$ cat config.mk
export PLATFORM = sky130hd
export DESIGN_NAME = burst_feeder_flat
export DESIGN_NICKNAME = d
export VERILOG_FILES = /design/src/rtl/burst_feeder_if.sv /design/src/rtl/burst_feeder.sv /design/src/flat_wrapper.sv
export SDC_FILE = /design/constraint.sdc
export NUM_CORES = 1
export LEC_CHECK = 0
export ABC_CLOCK_PERIOD_IN_PS = 2950
export CAP_MARGIN = 30
export CORE_ASPECT_RATIO = 2
export CORE_UTILIZATION = 48
export CTS_CLUSTER_DIAMETER = 30
export DETAILED_ROUTE_END_ITERATION = 12
export PLACE_DENSITY_LB_ADDON = 0.25
export SLEW_MARGIN = 20
export SYNTH_ARGS = -nofsm -noshare
export SYNTH_HDL_FRONTEND = slang
export SYNTH_SLANG_ARGS = --single-unit
export TNS_END_PERCENT = 30
$ cat constraint.sdc
create_clock -name clk -period 2.95 [get_ports clk]
set_input_delay 0.295 -clock clk [delete_from_list [all_inputs] [get_ports clk]]
set_output_delay 0.295 -clock clk [all_outputs]
set_load 0.01 [all_outputs]
$ cat src/rtl/burst_feeder_if.sv
// Bundle shared by burst_feeder, its source memory port and the downstream sender.
// master = burst_feeder itself, slave = the environment (memory model, sender, controller).
interface burst_feeder_if #(
  parameter int DW   = 32,
  parameter int AW   = 10,
  parameter int NB_W = 16
);
  logic            data_load;
  logic [AW-1:0]   start_addr;
  logic [AW-1:0]   step;
  logic [NB_W-1:0] num_bursts;
  logic            mem_ren;
  logic [AW-1:0]   mem_addr;
  logic [DW-1:0]   mem_rdata;
  // rvalid has no ready: sender must take rdata on every cycle rvalid is high.
  logic            rvalid;
  logic [DW-1:0]   rdata;
  logic            busy;
  logic            done;
  logic [2:0]      fsm_state;

  modport master (
    input  data_load, start_addr, step, num_bursts, mem_rdata,
    output mem_ren, mem_addr, rvalid, rdata, busy, done, fsm_state
  );

  modport slave (
    output data_load, start_addr, step, num_bursts, mem_rdata,
    input  mem_ren, mem_addr, rvalid, rdata, busy, done, fsm_state
  );
endinterface

$ cat src/rtl/burst_feeder.sv
// Fetches fixed-length bursts from a 1-cycle-latency source memory and streams them to sender.
// Optional BURST_FEEDER_STALL_EN adds a stall input that can extend the inter-burst gap.
module burst_feeder #(
  parameter int DW    = 32,
  parameter int AW    = 10,
  parameter int BURST = 32,
  parameter int GAP   = 9,
  parameter int LEAD  = 6,
  parameter int NB_W  = 16
) (
  input logic            clk,
  input logic            rst,
`ifdef BURST_FEEDER_STALL_EN
  input logic            stall,
`endif
  burst_feeder_if.master bus
);
  localparam int CMAX = (BURST > GAP) ? ((BURST > LEAD) ? BURST : LEAD)
                                      : ((GAP > LEAD) ? GAP : LEAD);
  localparam int CW = $clog2(CMAX + 1);
  localparam logic [CW-1:0] LEAD_LAST  = CW'(LEAD - 1);
  localparam logic [CW-1:0] BURST_LAST = CW'(BURST - 1);
  localparam logic [CW-1:0] GAP_LAST   = CW'(GAP - 1);

  typedef enum logic [2:0] {
    S_IDLE  = 3'd0,
    S_LEAD  = 3'd1,
    S_RD    = 3'd2,
    S_GAP   = 3'd3,
    S_FLUSH = 3'd4
  } state_t;

  state_t          state;
  state_t          state_nxt;
  logic [CW-1:0]   cnt;
  logic [AW-1:0]   base;
  logic [AW-1:0]   step_q;
  logic [NB_W-1:0] left;
  logic            load_q;
  logic            ren_q;
  logic            rvalid_q;
  logic [DW-1:0]   rdata_q;
  logic            busy_q;
  logic            done_q;
  logic            mem_ren_c;
  logic [AW-1:0]   mem_addr_c;
  logic            trigger;
  logic            abort;
  logic            stall_hold;
  logic            finish;

  // A rising edge in the done cycle is swallowed so a completed run cannot chain.
  assign trigger = bus.data_load && !load_q && (state == S_IDLE) && !done_q;
  assign abort   = !bus.data_load &&
                   ((state == S_LEAD) || (state == S_RD) || (state == S_GAP));
  assign finish  = (state == S_FLUSH) && (state_nxt == S_IDLE);

`ifdef BURST_FEEDER_STALL_EN
  assign stall_hold = stall;
`else
  assign stall_hold = 1'b0;
`endif

  always_ff @(posedge clk) begin
    if (rst) begin
      state    <= S_IDLE;
      cnt      <= '0;
      base     <= '0;
      step_q   <= '0;
      left     <= '0;
      // Tracks the pin through reset so a level held high across reset is not an edge.
      load_q   <= bus.data_load;
      ren_q    <= 1'b0;
      rvalid_q <= 1'b0;
      rdata_q  <= '0;
      busy_q   <= 1'b0;
      done_q   <= 1'b0;
    end else begin
      state  <= state_nxt;
      load_q <= bus.data_load;
      if ((state_nxt != state) || (state == S_IDLE) || (state == S_FLUSH)) begin
        cnt <= '0;
      end else if (!((state == S_GAP) && (cnt == GAP_LAST))) begin
        cnt <= cnt + CW'(1);
      end
      if (trigger) begin
        base   <= bus.start_addr;
        step_q <= bus.step;
        left   <= bus.num_bursts;
      end else if ((state == S_RD) && (state_nxt == S_GAP)) begin
        left <= left - NB_W'(1);
      end else if ((state == S_GAP) && (state_nxt == S_RD)) begin
        base <= base + step_q;
      end
      // Abort kills the words already requested from memory.
      ren_q    <= mem_ren_c && !abort;
      rvalid_q <= ren_q && !abort;
      if (ren_q && !abort) begin
        rdata_q <= bus.mem_rdata;
      end
      if (trigger) begin
        busy_q <= 1'b1;
      end else if (abort || finish) begin
        busy_q <= 1'b0;
      end
      done_q <= finish;
    end
  end

  always_comb begin
    state_nxt = state;
    case (state)
      S_IDLE: begin
        if (trigger) begin
          state_nxt = (bus.num_bursts == '0) ? S_FLUSH : S_LEAD;
        end
      end
      S_LEAD: begin
        if (abort) begin
          state_nxt = S_IDLE;
        end else if (cnt == LEAD_LAST) begin
          state_nxt = S_RD;
        end
      end
      S_RD: begin
        if (abort) begin
          state_nxt = S_IDLE;
        end else if (cnt == BURST_LAST) begin
          state_nxt = (left == NB_W'(1)) ? S_FLUSH : S_GAP;
        end
      end
      S_GAP: begin
        if (abort) begin
          state_nxt = S_IDLE;
        end else if ((cnt == GAP_LAST) && !stall_hold) begin
          state_nxt = S_RD;
        end
      end
      S_FLUSH: begin
        // Last request has left ren_q, so its word is on rvalid this cycle.
        if (!ren_q) begin
          state_nxt = S_IDLE;
        end
      end
      default: state_nxt = S_IDLE;
    endcase
  end

  always_comb begin
    mem_ren_c  = 1'b0;
    mem_addr_c = '0;
    if (state == S_RD) begin
      mem_ren_c  = 1'b1;
      mem_addr_c = base + AW'(cnt);
    end
  end

  assign bus.mem_ren   = mem_ren_c;
  assign bus.mem_addr  = mem_addr_c;
  assign bus.rvalid    = rvalid_q;
  assign bus.rdata     = rdata_q;
  assign bus.busy      = busy_q;
  assign bus.done      = done_q;
  assign bus.fsm_state = state;
endmodule

$ cat src/flat_wrapper.sv
// flat-port wrapper written by rule: the top's interface ports become plain ports
module burst_feeder_flat 
#(
  parameter int DW    = 32,
  parameter int AW    = 10,
  parameter int BURST = 32,
  parameter int GAP   = 9,
  parameter int LEAD  = 6,
  parameter int NB_W  = 16
)
  (clk, rst, bus_data_load, bus_start_addr, bus_step, bus_num_bursts, bus_mem_rdata, bus_mem_ren, bus_mem_addr, bus_rvalid, bus_rdata, bus_busy, bus_done, bus_fsm_state);
  burst_feeder_if #(.DW(DW), .AW(AW), .NB_W(NB_W)) bus_i ();
  input logic clk;
  input logic rst;
  input wire logic [$bits(bus_i.data_load)-1:0] bus_data_load;
  input wire logic [$bits(bus_i.start_addr)-1:0] bus_start_addr;
  input wire logic [$bits(bus_i.step)-1:0] bus_step;
  input wire logic [$bits(bus_i.num_bursts)-1:0] bus_num_bursts;
  input wire logic [$bits(bus_i.mem_rdata)-1:0] bus_mem_rdata;
  output wire logic [$bits(bus_i.mem_ren)-1:0] bus_mem_ren;
  output wire logic [$bits(bus_i.mem_addr)-1:0] bus_mem_addr;
  output wire logic [$bits(bus_i.rvalid)-1:0] bus_rvalid;
  output wire logic [$bits(bus_i.rdata)-1:0] bus_rdata;
  output wire logic [$bits(bus_i.busy)-1:0] bus_busy;
  output wire logic [$bits(bus_i.done)-1:0] bus_done;
  output wire logic [$bits(bus_i.fsm_state)-1:0] bus_fsm_state;
  assign bus_i.data_load = bus_data_load;
  assign bus_i.start_addr = bus_start_addr;
  assign bus_i.step = bus_step;
  assign bus_i.num_bursts = bus_num_bursts;
  assign bus_i.mem_rdata = bus_mem_rdata;
  assign bus_mem_ren = bus_i.mem_ren;
  assign bus_mem_addr = bus_i.mem_addr;
  assign bus_rvalid = bus_i.rvalid;
  assign bus_rdata = bus_i.rdata;
  assign bus_busy = bus_i.busy;
  assign bus_done = bus_i.done;
  assign bus_fsm_state = bus_i.fsm_state;
  burst_feeder #(.DW(DW), .AW(AW), .BURST(BURST), .GAP(GAP), .LEAD(LEAD), .NB_W(NB_W)) u_core (.clk(clk), .rst(rst), .bus(bus_i));
endmodule
# Word level (Yosys, flattened, before mapping)
# Cells that the tools add are included.
[totals]
in_bits = 71
ff_bits = 82
wordCells = 74
output_inout_bits = 49
[op_classes]
addsub = 4
reduce_logical = 27
eq_ne = 12
mux = 20
[op_table]
columns = ["cell", "n"]
rows = [
  ["2-to-1 mux 10 bit", 4],
  ["2-to-1 mux 16 bit", 2],
  ["2-to-1 mux 3 bit", 10],
  ["equality test 16 x 1 -> 1 bit (second input constant)", 1],
  ["logical NOT 16 bit", 1],
  ["subtractor 16 x 1 -> 16 bit (second input constant)", 1],
  ["case mux 3 bit (5 select lines)", 1],
  ["equality test 3 x 2 -> 1 bit (second input constant)", 4],
  ["adder 10 bit", 1],
  ["adder 10 x 6 -> 10 bit", 1],
  ["logical AND 1 bit", 10],
  ["adder 6 x 1 -> 6 bit (second input constant)", 1],
  ["equality test 6 x 3 -> 1 bit (second input constant)", 1],
  ["equality test 6 x 4 -> 1 bit (second input constant)", 1],
  ["equality test 6 x 5 -> 1 bit (second input constant)", 1],
  ["logical NOT 3 bit", 2],
  ["nonzero test 2 bit", 3],
  ["logical OR 1 bit", 5],
  ["logical NOT 1 bit", 4],
  ["equality test 3 x 1 -> 1 bit (second input constant)", 1],
  ["equality test 3 bit (second input constant)", 1],
  ["2-to-1 mux 1 bit", 3],
  ["!= test 3 bit", 1],
  ["!= test 2 x 1 -> 1 bit (second input constant)", 1],
  ["other kinds (2)", 2],
]

# Longest topological paths before layout
# Gate-level depths: netlist (run 1).
[depth]
depth_word = 11
ltp_mapped = 11
ltp_nobuf = 10

# Worst setup path before layout (run 1)
# Ideal clock, no wire load.
[synth_timing]
path_type = "flip-flop to output port"
startpoint = "register u_core.cnt[0]"
endpoint = "output port bus_mem_addr[8]"
t_arrival_ns = 1.949
slack_ns = 0.706
n_path_buf = 0
required_ns = 2.655
path_stages_with_launch = 10
path_cell_list = "dfxtp_1 -> ha_1 -> fa_1 -> a21o_1 -> a21o_1 -> a21o_1 -> a21o_1 -> nand3_1 -> xor2_1 -> nor2_1"
[synth_between]
elab_chain_len = 2
[synth_lines]
columns = ["element", "line_no", "rtl"]
rows = [
  ["start: declaration", "burst_feeder.sv:35", "logic [CW-1:0] cnt;"],
  ["start signal: assignment", "burst_feeder.sv:84", "cnt <= cnt + CW'(1);"],
  ["adder 10 x 6 -> 10 bit", "burst_feeder.sv:154", "mem_addr_c = base + AW'(cnt);"],
  ["2-to-1 mux 10 bit", "burst_feeder.sv:152", "if (state == S_RD) begin"],
  ["end: declaration", "flat_wrapper.sv:21", "output wire logic [$bits(bus_i.mem_addr)-1:0] bus_mem_addr;"],
]
# No other way between the ends.

# Worst setup path after layout (run 1)
[layout_timing]
startpoint = "register u_core.cnt[0]"
endpoint = "output port bus_mem_addr[6]"
# The elaborated chain is that of the path after synthesis.

==> results of run 1 <==
[logic make-up after synthesis]
family / Yosys count / share of synthesized area
XOR/XNOR: 19 / 0.03945
multiplexers: 11 / 0.02700
flip-flops: 82 / 0.3892
buffers and inverters: 41 / 0.03945
adder cells (fa/ha/maj): 22 / 0.06882
AO/OA/AOI/OAI: 122 / 0.1780
AND/OR/NAND/NOR: 228 / 0.2581
[critical path: stages (launching register included)]
cell and delay (ns):
dfxtp_2 0.35, ha_1 0.21, fa_2 0.36, a21o_1 0.17, a21o_1 0.20, a21o_1 0.19, a21o_1 0.20, xnor2_1 0.12
nor2_1 0.07, dlygate4sd2_1 0.27
[power by group through the flow]
stage	clock network [mW]	registers, mW	logic [mW]
CTS	1.18	1.17	0.305
floorplan	0	1.18	0.156
global route	1.21	1.17	0.334
finish	1.15	1.17	0.305
global placement	0	1.19	0.296
detailed placement	0	1.19	0.303
[stage by stage]
stage | worst slack, ns | instance area (sq um) | std cells | hold WS (ns) | util
final | 0.1842 | 5861 | 743 | 0.4532 | 0.6824
after CTS | -0.0008786 | 5844 | 743 | 0.4545 | 0.6805
after floorplan | 0.7059 | 4218 | 525 | 0.3227 | -
after global placement | 0.1388 | 5515 | 726 | 0.4414 | 0.6422
after detailed placement | 0.1348 | 5530 | 727 | 0.4453 | 0.6439
after global routing | 0.003818 | 5861 | 743 | 0.4714 | 0.6824
[layer usage]
metal | up-vias | track usage
li1 | 2050 | -
met1 | 1932 | 0.2475
met2 | 126 | 0.4771
met3 | 30 | 0.06334
met4 | 0 | 0.1308
met5 | - | 0
[cell usage in the layout, fill, tap and decap left out, drive strengths merged, types with 7 or more instances in the layout]
cell           Yosys  final
dfxtp             82     82
clkdlybuf4s50      0    114
nand2            113    113
inv               12     16
and3               7      7
mux2i              8      8
xnor2             11     11
a211oi            13     13
a21oi             64     64
nor2              52     52
o21ai             10     10
nor4               9      9
ha                20     20
nand3             11     11
buf                7     13
xor2               8      8
clkbuf            22     10
[timing repair]
item	4_1_cts	5_1_grt
resized for setup	5	9
buffers inserted	0	0
pin swaps	0	1
endpoints found under the setup margin	4	5
hold buffers	0	0
[sequential cells by signal (all words and copies together), names as in the netlist]
name                  count
u_core.load_q             1
u_core.bus.busy           1
u_core.bus.rvalid         1
u_core.bus.fsm_state      3
u_core.base              10
u_core.bus.rdata         32
u_core.ren_q              1
u_core.left              16
u_core.cnt                6
u_core.bus.done           1
u_core.step_q            10
[layout make-up]
cell class,instances,area (sq um),share of cell area
tap,100,125.1,0.02135
clock buffer,9,225.2,0.03843
inverter,12,45.04,0.007686
sequential,82,1648,0.2812
multi-input combinational,402,2429,0.4144
timing repair buffer,131,1308,0.2231
clock inverter,7,81.33,0.01388
[worst max path at each step]
stage	cells after the start	end
after CTS	9	bus_mem_addr[9]
after floorplan	9	bus_mem_addr[8]
after detailed placement	10	bus_mem_addr[8]
after global placement	10	bus_mem_addr[8]
final	9	bus_mem_addr[6]
after global routing	9	bus_mem_addr[6]
==> out/metrics.csv, run 1 <==
stage;metric;value;unit
grt;grt_pass1_wl;18120;um
synth;synth_edf_count;0;
worst_hold_path;hold_end;u_core.bus.rdata[14];
synth;synth_nets;618;
synth;yosys_warnings;0;
synth;ys.flop_type;dfxtp_1;
worst_hold_path;hp-class;flip-flop to flip-flop;
timing;drv_slew;0;
worst_setup_path;cp_max_fo;6;
timing;hold_violations;0;
detailed_routing;vias;4138;
synth;synth_top_area_share;0.3892;
worst_setup_path;r2r_start;u_core.left[0];
finish;drive_gt1_frac;0.08243;
power;p_int;1.972;mW
worst_hold_path;hp-start;u_core.bus.rdata[14];
synth;synth_seq_cells;82;
synth;synth.area.top_cells;dfxtp_1, nand2_1, a21oi_1, ha_1, nor2_1;
worst_setup_path;end_kind;output port;
power;pwr-share-seq;0.444;
timing;tightest_slew;0.9151;ns
worst_setup_path;crit_arrival;2.47;ns
finish;syn_to_final_growth;38.95;%
timing;max_freq;361.6;MHz
flow_run;maxCapViolCount;0;
clocking;cts_root_buf;clkbuf_16;
synth;ys_seq_area_frac;0.3892;
worst_setup_path;startpoint_type;flip-flop;
timing;maxSlewHeadroom;0.3900;
clocking;cts.sinks;82;
die;io_pins;120;
die;coreArea;8588;sq um
grt;gr-total-overflow;0;
status;outcome;finished clean;
die;dieHeight;134.6;um
power;clockPowerShare;0.440;
worst_setup_path;crit_required;2.65;ns
clocking;cts_buffers;9;
die;die_area;9189;sq um
detailed_routing;top_layer_used;met4;
worst_setup_path;r2r_cells;8;
detailed_routing;routed_wl;11330;um
power;p_comb_frac;0.116;
timing;fin_crit_sh;0.9376;
finish;antenna_cells;0;
power;power;2.626;mW
grt;first_global_vias;4078;
timing;setup_viol;0;
worst_setup_path;startpoint;u_core.cnt[0];
placement;io_buffers;119;
power;power.leakage;2.188;nW
detailed_routing;wl_met1;4028;um
die;rows;48;
detailed_routing;met3RoutedLength;575;um
clocking;ctsHtreeMaxLevel;3;
synth;synthDistinctLibCells;59;
synth;avgSynthCellArea;8.034;sq um
clocking;clockBufferDepth;2;
detailed_routing;first_iter_violations;177;
placement;hpwl;8450;um
power;peakVddDrop;0.3803;mV
die;die_w;68.29;um
detailed_routing;post-route-drc-count;0;
timing;fin_setup_tns;0;ns
detailed_routing;vias_per_cell;5.569;
grt;grt_usage;0.2581;
clocking;clk_pin_slew_worst_paths;0.07;ns
synth;async_flop_share;0;
finish;fillerInstances;712;
die;initial_utilization;0.4911;
detailed_routing;avgRoutedWirePerCell;15.25;um
timing;finClkSkew;0.008497;ns
detailed_routing;dr.pass1.iters;4;
synth;yosysTopAreaCell;dfxtp_1;
clocking;clk_latency;0.34;ns
placement;place.gp.congestion;0.8596;
worst_hold_path;whs_path_depth;2;
timing;post-route-min-period;2.766;ns
worst_setup_path;crit_type;flip-flop to output port;
detailed_routing;dr_wl_met2;6325;um
synth;synth_cells;525;
worst_setup_path;reg2reg_to;u_core.left[13];
synth;synth_common_cells;nand2_1, dfxtp_1, a21oi_1;
worst_setup_path;rrSetupSlack;0.52;ns
power;swShare;0.2492;
clocking;cts_tree;built;
grt;antenna_found_initial;0;
finish;finalNetCount;731;
timing;rsz0062_at_grt;false;
power;p_sw;654.4;uW
synth;yosysMostFrequentCell;nand2_1;
detailed_routing;antenna_left;0;
grt;grt_max_degree;47;
synth;syn_area;4218;sq um
power;powerDensity;448.1;nW/um^2
Note: power is estimated with default switching activity, not from simulation.
==> run 2: changes to the inputs <==
--- a/config.mk
+++ b/config.mk
@@ -11,7 +11,8 @@
 export CORE_UTILIZATION = 48
 export CTS_CLUSTER_DIAMETER = 30
 export DETAILED_ROUTE_END_ITERATION = 12
-export PLACE_DENSITY_LB_ADDON = 0.25
+export PLACE_DENSITY = 0.8
+export SETUP_SLACK_MARGIN = 0.5
 export SLEW_MARGIN = 20
 export SYNTH_ARGS = -nofsm -noshare
 export SYNTH_HDL_FRONTEND = slang
==> run 2 against run 1 <==
  * Flip-flop and latch count unchanged
  * Cell area increased by 1.2%
  * Sequential share of layout area decreased by 0.23 points
  * Combinational power increased by 1%
  * Sequential power about the same
==> out/metrics.csv, run 2 (synthesis results as in run 1) <==
stage;metric;value;unit
grt;first_global_vias;4304;
detailed_routing;post-route-drc-count;0;
worst_setup_path;endpoint;bus_mem_addr[8];
detailed_routing;routed_wl;11910;um
worst_setup_path;reg2reg_to;u_core.left[15];
finish;drive_gt1_frac;0.1063;
clocking;ctsHtreeMaxLevel;3;
power;peakVddDrop;0.4287;mV
finish;syn_to_final_growth;40.61;%
worst_setup_path;cp_max_fo;2;
timing;setup_viol;0;
worst_setup_path;rrSetupSlack;0.51;ns
timing;max_freq;374.4;MHz
timing;fin_crit_sh;0.9053;
finish;antenna_cells;0;
detailed_routing;vias;4128;
worst_setup_path;crit_type;flip-flop to output port;
clocking;clk_latency;0.34;ns
placement;place.gp.congestion;0.8594;
worst_setup_path;r2r_cells;8;
finish;layout_common_cells;clkdlybuf4s50_1, nand2_1, dfxtp_1;
grt;gr-total-overflow;0;
die;die_area;9189;sq um
clocking;cts_buffers;9;
worst_setup_path;r2r_start;u_core.left[0];
worst_setup_path;crit_required;2.65;ns
clocking;clk_pin_slew_worst_paths;0.06;ns
worst_setup_path;startpoint_type;flip-flop;
timing;post-route-min-period;2.671;ns
grt;grt_pass1_wl;18990;um
die;die_w;68.29;um
timing;tightest_slew;0.7528;ns
status;outcome;finished clean;
grt;grt_max_degree;43;
finish;largest_reg_flops;32;
finish;final_common_cell;clkdlybuf4s50_1;
grt;grt_usage;0.2760;
die;io_pins;120;
timing;rsz0062_at_grt;true;
detailed_routing;avgRoutedWirePerCell;15.90;um
finish;multi_input_area;2481;sq um
worst_setup_path;crit_arrival;2.38;ns
placement;io_buffers;119;
die;dieHeight;134.6;um
clocking;clockBufferDepth;2;
detailed_routing;dr.pass1.iters;4;
clocking;cts_tree;built;
timing;drv_slew;0;
finish;finalNetCount;737;
timing;maxSlewHeadroom;0.4982;
die;initial_utilization;0.4911;
finish;fillerInstances;696;
clocking;cts.sinks;82;
die;rows;48;
detailed_routing;vias_per_cell;5.511;
die;coreArea;8588;sq um
placement;hpwl;8727;um
timing;finClkSkew;0.009378;ns
grt;antenna_found_initial;0;
power;power.leakage;2.202;nW
detailed_routing;first_iter_violations;183;
timing;hold_violations;0;
clocking;cts_root_buf;clkbuf_16;
worst_hold_path;hp-class;flip-flop to flip-flop;
worst_setup_path;startpoint;u_core.cnt[0];
timing;hold_slack;0.4548;ns
worst_setup_path;end_kind;output port;
detailed_routing;antenna_left;0;
timing;fin_setup_tns;0;ns
flow_run;maxCapViolCount;0;
finish;seqCellArea;1654;sq um
power;powerDensity;439.7;nW/um^2
==> run 2: critical path, cell delays in order, from the launching register on <==
cell and delay, ns:
dfxtp_4 0.35, ha_4 0.16, fa_2 0.35, a21o_1 0.18, a21o_1 0.18, a21o_1 0.18
a21o_1 0.19, nand3_2 0.08, xor2_1 0.15, nor2_1 0.07, buf_2 0.15
==> run 2: worst min path at each step <==
stage                          from                    to  cells after the start
5_1_grt        u_core.bus.rdata[18]  u_core.bus.rdata[18]                      2
3_5_place_dp   u_core.bus.rdata[31]  u_core.bus.rdata[31]                      2
2_1_floorplan         bus_data_load         u_core.load_q                      0
3_3_place_gp   u_core.bus.rdata[25]  u_core.bus.rdata[25]                      2
4_1_cts        u_core.bus.rdata[31]  u_core.bus.rdata[31]                      2
6_report       u_core.bus.rdata[31]  u_core.bus.rdata[31]                      2
==> run 2: per-stage QoR <==
step | cell area (sq um) | std cells | power (mW) | util | setup slack, ns
2_1_floorplan | 4218 | 525 | 1.339 | - | 0.7059
3_3_place_gp | 5495 | 725 | 1.483 | 0.6399 | 0.1494
3_5_place_dp | 5510 | 726 | 1.491 | 0.6416 | 0.1195
4_1_cts | 5869 | 746 | 2.626 | 0.6834 | 0.2779
5_1_grt | 5931 | 749 | 2.710 | 0.6906 | 0.1810
6_report | 5931 | 749 | 2.608 | 0.6906 | 0.2794
==> run 2: power breakdown <==
group	internal, mW	leakage (nW)	switching [mW]
clock network	0.662	0.146	0.471
logic	0.168	1.39	0.141
registers	1.13	0.668	0.0306
==> run 2: cell type report <==
class	count	share of cell area
clock inverters	7	0.01308
clock buffers	9	0.03797
multi-input cells	402	0.4184
repair buffers	137	0.2230
flip-flops and latches	82	0.2789
inverters	12	0.007595
well taps	100	0.02110
==> run 2: what timing repair did <==
action	4_1_cts	5_1_grt
setup buffers	4	3
hold endpoints to repair	0	0
gates resized for setup	27	12
setup endpoints to repair	7	19
pin swaps	7	6
hold buffers	0	0
==> run 2: routing by layer <==
| layer | vias to the layer above | track usage | routed length (um) |
|---|---|---|---|
| met5 | - | 0 | 0 |
| met4 | 0 | 0.1609 | 498 |
| met3 | 34 | 0.06334 | 528 |
| met2 | 126 | 0.5147 | 6809 |
| met1 | 1909 | 0.2532 | 4075 |
| li1 | 2059 | - | - |
